[src/rtl/axil_memory_arbiter.sv]
// rtl/axil_memory_arbiter.sv - two-to-one AXI4-Lite arbiter, instruction read port and data port onto one slave
// One transaction in flight at a time; round-robin between the two ports on conflict.
module axil_memory_arbiter #(
   parameter int ADDR_WIDTH = 32,
   parameter int DATA_WIDTH = 32
) (
   input  logic                      i_Clock,
   input  logic                      i_Reset,

   input  logic [ADDR_WIDTH-1:0]     s_instr_axil_araddr,
   input  logic                      s_instr_axil_arvalid,
   output logic                      s_instr_axil_arready,
   output logic [DATA_WIDTH-1:0]     s_instr_axil_rdata,
   output logic                      s_instr_axil_rvalid,
   input  logic                      s_instr_axil_rready,

   input  logic [ADDR_WIDTH-1:0]     s_data_axil_araddr,
   input  logic                      s_data_axil_arvalid,
   output logic                      s_data_axil_arready,
   output logic [DATA_WIDTH-1:0]     s_data_axil_rdata,
   output logic                      s_data_axil_rvalid,
   input  logic                      s_data_axil_rready,
   input  logic [ADDR_WIDTH-1:0]     s_data_axil_awaddr,
   input  logic                      s_data_axil_awvalid,
   output logic                      s_data_axil_awready,
   input  logic [DATA_WIDTH-1:0]     s_data_axil_wdata,
   input  logic [DATA_WIDTH/8-1:0]   s_data_axil_wstrb,
   input  logic                      s_data_axil_wvalid,
   output logic                      s_data_axil_wready,
   output logic [1:0]                s_data_axil_bresp,
   output logic                      s_data_axil_bvalid,
   input  logic                      s_data_axil_bready,

   output logic [ADDR_WIDTH-1:0]     m_axil_araddr,
   output logic                      m_axil_arvalid,
   input  logic                      m_axil_arready,
   input  logic [DATA_WIDTH-1:0]     m_axil_rdata,
   input  logic                      m_axil_rvalid,
   output logic                      m_axil_rready,
   output logic [ADDR_WIDTH-1:0]     m_axil_awaddr,
   output logic                      m_axil_awvalid,
   input  logic                      m_axil_awready,
   output logic [DATA_WIDTH-1:0]     m_axil_wdata,
   output logic [DATA_WIDTH/8-1:0]   m_axil_wstrb,
   output logic                      m_axil_wvalid,
   input  logic                      m_axil_wready,
   input  logic [1:0]                m_axil_bresp,
   input  logic                      m_axil_bvalid,
   output logic                      m_axil_bready
);

   localparam int STRB_WIDTH = DATA_WIDTH / 8;

   typedef enum logic [2:0] {IDLE, RD_ADDR, RD_DATA, WR_REQ, WR_RESP} state_t;

   state_t                  state, state_next;
   logic                    owner_data;
   logic                    last_data;
   logic                    aw_done, w_done;
   logic [ADDR_WIDTH-1:0]   addr_q;
   logic [DATA_WIDTH-1:0]   wdata_q;
   logic [STRB_WIDTH-1:0]   wstrb_q;

   logic                    data_write, data_req;
   logic                    grant_data, grant_instr;

   // A lone AW or lone W never counts as a write request.
   assign data_write = s_data_axil_awvalid && s_data_axil_wvalid;
   assign data_req   = data_write || s_data_axil_arvalid;

   assign m_axil_araddr = addr_q;
   assign m_axil_awaddr = addr_q;
   assign m_axil_wdata  = wdata_q;
   assign m_axil_wstrb  = wstrb_q;

   always_comb begin
      state_next           = state;
      grant_data           = 1'b0;
      grant_instr          = 1'b0;
      s_instr_axil_arready = 1'b0;
      s_instr_axil_rdata   = '0;
      s_instr_axil_rvalid  = 1'b0;
      s_data_axil_arready  = 1'b0;
      s_data_axil_rdata    = '0;
      s_data_axil_rvalid   = 1'b0;
      s_data_axil_awready  = 1'b0;
      s_data_axil_wready   = 1'b0;
      s_data_axil_bresp    = 2'b00;
      s_data_axil_bvalid   = 1'b0;
      m_axil_arvalid       = 1'b0;
      m_axil_rready        = 1'b0;
      m_axil_awvalid       = 1'b0;
      m_axil_wvalid        = 1'b0;
      m_axil_bready        = 1'b0;

      case (state)
         IDLE: begin
            // Data wins when alone or when instruction held the last grant.
            if (data_req && (!s_instr_axil_arvalid || !last_data)) begin
               grant_data = 1'b1;
               if (data_write) begin
                  s_data_axil_awready = 1'b1;
                  s_data_axil_wready  = 1'b1;
                  state_next          = WR_REQ;
               end else begin
                  s_data_axil_arready = 1'b1;
                  state_next          = RD_ADDR;
               end
            end else if (s_instr_axil_arvalid) begin
               grant_instr          = 1'b1;
               s_instr_axil_arready = 1'b1;
               state_next           = RD_ADDR;
            end
         end
         RD_ADDR: begin
            m_axil_arvalid = 1'b1;
            if (m_axil_arready)
               state_next = RD_DATA;
         end
         RD_DATA: begin
            if (owner_data) begin
               s_data_axil_rdata  = m_axil_rdata;
               s_data_axil_rvalid = m_axil_rvalid;
               m_axil_rready      = s_data_axil_rready;
            end else begin
               s_instr_axil_rdata  = m_axil_rdata;
               s_instr_axil_rvalid = m_axil_rvalid;
               m_axil_rready       = s_instr_axil_rready;
            end
            if (m_axil_rvalid && m_axil_rready)
               state_next = IDLE;
         end
         WR_REQ: begin
            m_axil_awvalid = !aw_done;
            m_axil_wvalid  = !w_done;
            if ((aw_done || m_axil_awready) && (w_done || m_axil_wready))
               state_next = WR_RESP;
         end
         WR_RESP: begin
            s_data_axil_bvalid = m_axil_bvalid;
            s_data_axil_bresp  = m_axil_bresp;
            m_axil_bready      = s_data_axil_bready;
            if (m_axil_bvalid && s_data_axil_bready)
               state_next = IDLE;
         end
         default: state_next = IDLE;
      endcase
   end

   always_ff @(posedge i_Clock or posedge i_Reset) begin
      if (i_Reset) begin
         state      <= IDLE;
         owner_data <= 1'b0;
         last_data  <= 1'b0;
         aw_done    <= 1'b0;
         w_done     <= 1'b0;
         addr_q     <= '0;
         wdata_q    <= '0;
         wstrb_q    <= '0;
      end else begin
         state <= state_next;
         if (grant_data || grant_instr) begin
            owner_data <= grant_data;
            last_data  <= grant_data;
            aw_done    <= 1'b0;
            w_done     <= 1'b0;
            if (grant_instr) begin
               addr_q <= s_instr_axil_araddr;
            end else if (data_write) begin
               addr_q  <= s_data_axil_awaddr;
               wdata_q <= s_data_axil_wdata;
               wstrb_q <= s_data_axil_wstrb;
            end else begin
               addr_q <= s_data_axil_araddr;
            end
         end
         if (state == WR_REQ) begin
            if (m_axil_awvalid && m_axil_awready) aw_done <= 1'b1;
            if (m_axil_wvalid && m_axil_wready)   w_done  <= 1'b1;
         end
      end
   end

endmodule

[config.mk]
export PLATFORM = sky130hd
export DESIGN_NAME = axil_memory_arbiter
export DESIGN_NICKNAME = d
export VERILOG_FILES = /design/src/rtl/axil_memory_arbiter.sv
export SDC_FILE = /design/constraint.sdc
export NUM_CORES = 1
export LEC_CHECK = 0
export ABC_AREA = 0
export CAP_MARGIN = 20
export CORE_AREA = 2 2 137 139
export DETAILED_ROUTE_END_ITERATION = 6
export DIE_AREA = 0 0 139 141
export PLACE_DENSITY = 0.7
export SETUP_SLACK_MARGIN = 0.05
export SLEW_MARGIN = 20
export SYNTH_ARGS = -nofsm -noshare
export SYNTH_HDL_FRONTEND = slang
export SYNTH_SLANG_ARGS = --single-unit
[constraint.sdc]
create_clock -name i_Clock -period 2.6 [get_ports i_Clock]
set_clock_uncertainty 0.05 [all_clocks]
set_input_delay 0.26 -clock i_Clock [delete_from_list [all_inputs] [get_ports i_Clock]]
set_output_delay 0.26 -clock i_Clock [all_outputs]
set_load 0.03 [all_outputs]
# Word-level counts from Yosys, hierarchy flattened
# Cells that the tools add are included.
[totals] in_bits=180 output_inout_bits=178 elab_cells=80 ff_bits=74
[op_classes] bitwise_logic=1 eq_ne=9 n_mux=44 n_reduce_logical=19
[ops] operator="$mux W32" n=6
[ops] operator="$mux W1" n=29
[ops] operator="$mux W3" n=6
[ops] operator="$pmux W3 S5" n=1
[ops] operator="$ne A2 B2 Y1 const B" n=4
[ops] operator="$logic_and A1 B1 Y1" n=7
[ops] operator="$eq A3 B2 Y1 const B" n=2
[ops] operator="$logic_or A1 B1 Y1" n=5
[ops] operator="$reduce_and A5 Y1" n=1
[ops] operator="$logic_not A1 Y1" n=4
[ops] operator="$mux W2" n=2
[ops] operator="$eq A3 B1 Y1 const B" n=1
[ops] operator="$eq A3 B3 Y1 const B" n=1
[ops] operator="$logic_not A3 Y1" n=1
[ops] operator="$ne A3 B3 Y1 const B" n=1
[ops] operator="$reduce_and A3 Y1" n=1
[ops] operator="$not A1 Y1" n=1

# Logic depth before layout (Yosys ltp)
[depth] word_depth=9 ltp_mapped=6 mapped_depth_nobuf=3

# Worst setup path after synthesis
# Ideal clock, no wire load.
[synth_timing] kind="reg2out" start="register state[1]" end="output s_data_axil_rvalid" path_slack_ns=0.620 required_ns=2.290 n_path_buf=1 t_arrival_ns=1.670 path_stages_with_launch=4 path_cell_list="dfrtp_1 > buf_6 > or3b_2 > nor3_1"
[synth_between] elab_chain_cells=2
[synth_rtl] element="start: declaration" line_no="56" rtl="state_t state, state_next;"
[synth_rtl] element="start signal: assignment" line_no="161" rtl="state <= state_next;"
[synth_rtl] element="$eq A3 B2 Y1" line_no="96" rtl="case (state)"
[synth_rtl] element="$mux W1" line_no="96"
[synth_rtl] element="end: declaration" line_no="21" rtl="output logic s_data_axil_rvalid,"
# No other way between the ends.

# Worst setup path after layout
[layout_timing] start="register state[1]" end="output s_instr_axil_rdata[14]"
[layout_between] elab_chain_cells=2
[layout_rtl] element="$eq A3 B2 Y1" line_no="96"
[layout_rtl] element="$mux W32" line_no="96"
[layout_rtl] element="end: declaration" line_no="13" rtl="output logic [DATA_WIDTH-1:0] s_instr_axil_rdata,"
# No other way between the ends.

==> out/metrics.yaml <==
outcome: "completed"
core_area_sq_um: 18300
yosysWarnings: 0
async_reset_ff_frac: 1.00
internal-power_uw: 5290
final_hold_viol_count: 0
synth-main-ff-cell: "dfrtp_1"
swShare: 0.456
setup_viol: 0
finalCritPeriodShare: 0.964
final_area_sq_um: 8530
power.share.sequential: 0.222
place_area_sq_um: 8120
fp-row-count: 50
diodes: 0
htree_levels: 3
synth_cells: 458
port_buffers: 357
ant_nets: 0
end_kind: "primary output"
avgSynthCellArea_sq_um: 9.88
die-area_sq_um: 19600
cellPowerDensity_nw_per_um2: 1140
synth_cell_types: 38
antenna_found_initial: 0
io_pins: 358
tritoncts: "done"
max_freq_mhz: 399
synth_top_cells_by_count: "74 x dfrtp_1, 64 x and2_1, 36 x and3_1, 36 x inv_1, 34 x clkbuf_1"
die_w_microns: 139
wire_per_inst_microns: 18.7
drtIter0Drc: 138
synth_edf_count: 0
synth-seq-cells: 74
track_usage: 0.187
critPathKind: "flop to primary output"
clk_pin_slew_ns: 0.06
crit_path_max_fanout: 16
critPathLaunchType: "flop"
yosysSeqAreaShare: 0.409
place_congestion: 0.807
netSwitchingPower_uw: 4440
routed_wirelength_microns: 19100
clkPwrFrac: 0.127
synth_most_common_cell: "dfrtp_1"
worst_slew_pin_slew_ns: 0.598
p_leak_uw: 0.00377
cp.arrival_ns: 2.20
grt_pass1_vias: 4841
nNetsFinal: 959
maxCapViolations: 0
synthTopCellsByArea: "dfrtp_1 41%, mux2_4 9.6%, and2_1 8.8%, o221ai_1 6.4%, buf_4 5.5%"
die_h_microns: 141
hold_path.class: "primary input to async pin"
tns_ns: 0
rr_worst_depth: 6
required_ns: 2.29
ctsHoldBuffers: 0
synth_top_area_cell: "dfrtp_1"
firstDrtPassIters: 4
syn_nets: 638
maxSlewHeadroom: 0.601
grt_max_degree: 46
peakVddDrop_v: 0.000832
post-dp-hpwl_microns: 14300
vias: 4847
holdWs_ns: 0.243
total_power_uw: 9730
synthesis.area_sq_um: 4530
grt_setup_unrepaired: "true"
grt_pass1_wl_microns: 28400
comb_power_share: 0.652
cts_buffer_depth: 2
drc_errors: 0
viasPerCell: 4.76
synth.top_cell.area_share: 0.409
fin_crit_ns: 2.51
clock-sinks: 74
syn_to_final_growth_pct: 88.4
start_util: 0.248
overflow: 0
drive_gt1_frac: 0.200
cts-root-buf: "clkbuf_16"
slew_violations: 0
clkLatencyLatePin_ns: 0.34
cts_made_buffers: 9
sequential cells by signal, indices dropped and copies added (netlist names):
signal	cells
w_done	1
m_axil_wstrb	4
m_axil_wdata	32
last_data	1
state	3
aw_done	1
m_axil_araddr	32
power groups by stage:
| stage | sequential, uW | combinational [uW] | clock, uW |
|---|---|---|---|
| floorplan | 3080 | 2870 | 0 |
| global placement | 2160 | 6150 | 0 |
| detailed placement | 2170 | 6210 | 0 |
| CTS | 2160 | 6270 | 1260 |
| global route | 2240 | 6660 | 1310 |
| finish | 2160 | 6340 | 1230 |
worst paths after layout:
path / from / endpoint / slack, ns
min in group i_Clock: s_data_axil_arvalid / m_axil_araddr[7] / 0.40
worst min-delay path: i_Reset / m_axil_wdata[20] / 0.24
worst min register to register: m_axil_wdata[25] / m_axil_wdata[25] / 0.46
worst max-delay path: state[1] / s_instr_axil_rdata[14] / 0.09
max in group asynchronous: i_Reset / m_axil_wdata[12] / 1.60
worst max register to register: state[0] / m_axil_wdata[23] / 0.47
through the flow:
step	worst slack, ns	instances	util
2_1_floorplan	0.408	458	-
3_3_place_gp	0.200	995	0.444
3_5_place_dp	0.187	995	0.444
4_1_cts	0.0424	1013	0.461
5_1_grt	0.0126	1018	0.467
6_report	0.0926	1018	0.467
cells by family after synthesis:
kind of cell / share of synthesized area
AOI/OAI and AO/OA: 0.166
buffers and inverters: 0.135
DFF: 0.409
muxes: 0.116
and+or+nand+nor: 0.174
critical path, cell delays in order (launching register included):
cell and delay (ns):
dfrtp_1 0.51, or3b_2 0.67, nor2_4 0.19, buf_12 0.15, and2_1 0.18, buf_12 0.14
layout make-up:
type                            instances  area, sq um
Tap cell                              234          293
Fill cell                            1734         9740
Clock buffer                           13          270
Timing Repair Buffer                  382         3830
Clock inverter                          3         21.3
Sequential cell                        74         1850
Inverter                               36          136
Multi-Input combinational cell        276         2120
layout by cell type (no fill, tap or decap), types with 2 or more instances in the layout:
cell type        instances
a21oi_1                  2
a22o_1                   2
a31oi_1                 33
and2_1                  64
and3_1                  36
buf_12                  17
buf_4                   72
clkbuf_16               10
clkbuf_8                 3
clkdlybuf4s50_1        286
clkinv_2                 2
dfrtp_1                 74
dlygate4sd2_1            3
inv_1                   35
mux2_2                   7
mux2_4                  29
nand2_1                  3
nand3_1                  2
nand3b_1                 2
nor2_1                   5
nor2_4                   5
nor3_1                   2
o21ai_0                 29
o21ai_1                  5
o221ai_1                33
or3_1                    2
repair_timing:
item	4_1_cts	5_1_grt
setup endpoints to repair	68	67
resized for setup	6	5
gates cloned	2	2
pin swaps	0	3
buffers inserted	0	3
per-layer routing:
metal	wire length [microns]	vias to the layer above	GRT usage
met5	0	-	0
met4	476	0	0.0574
met3	1430	28	0.0465
met2	9500	267	0.321
met1	7670	2306	0.232
li1	-	2246	-
No activity file was read; power rests on OpenSTA's default activity.
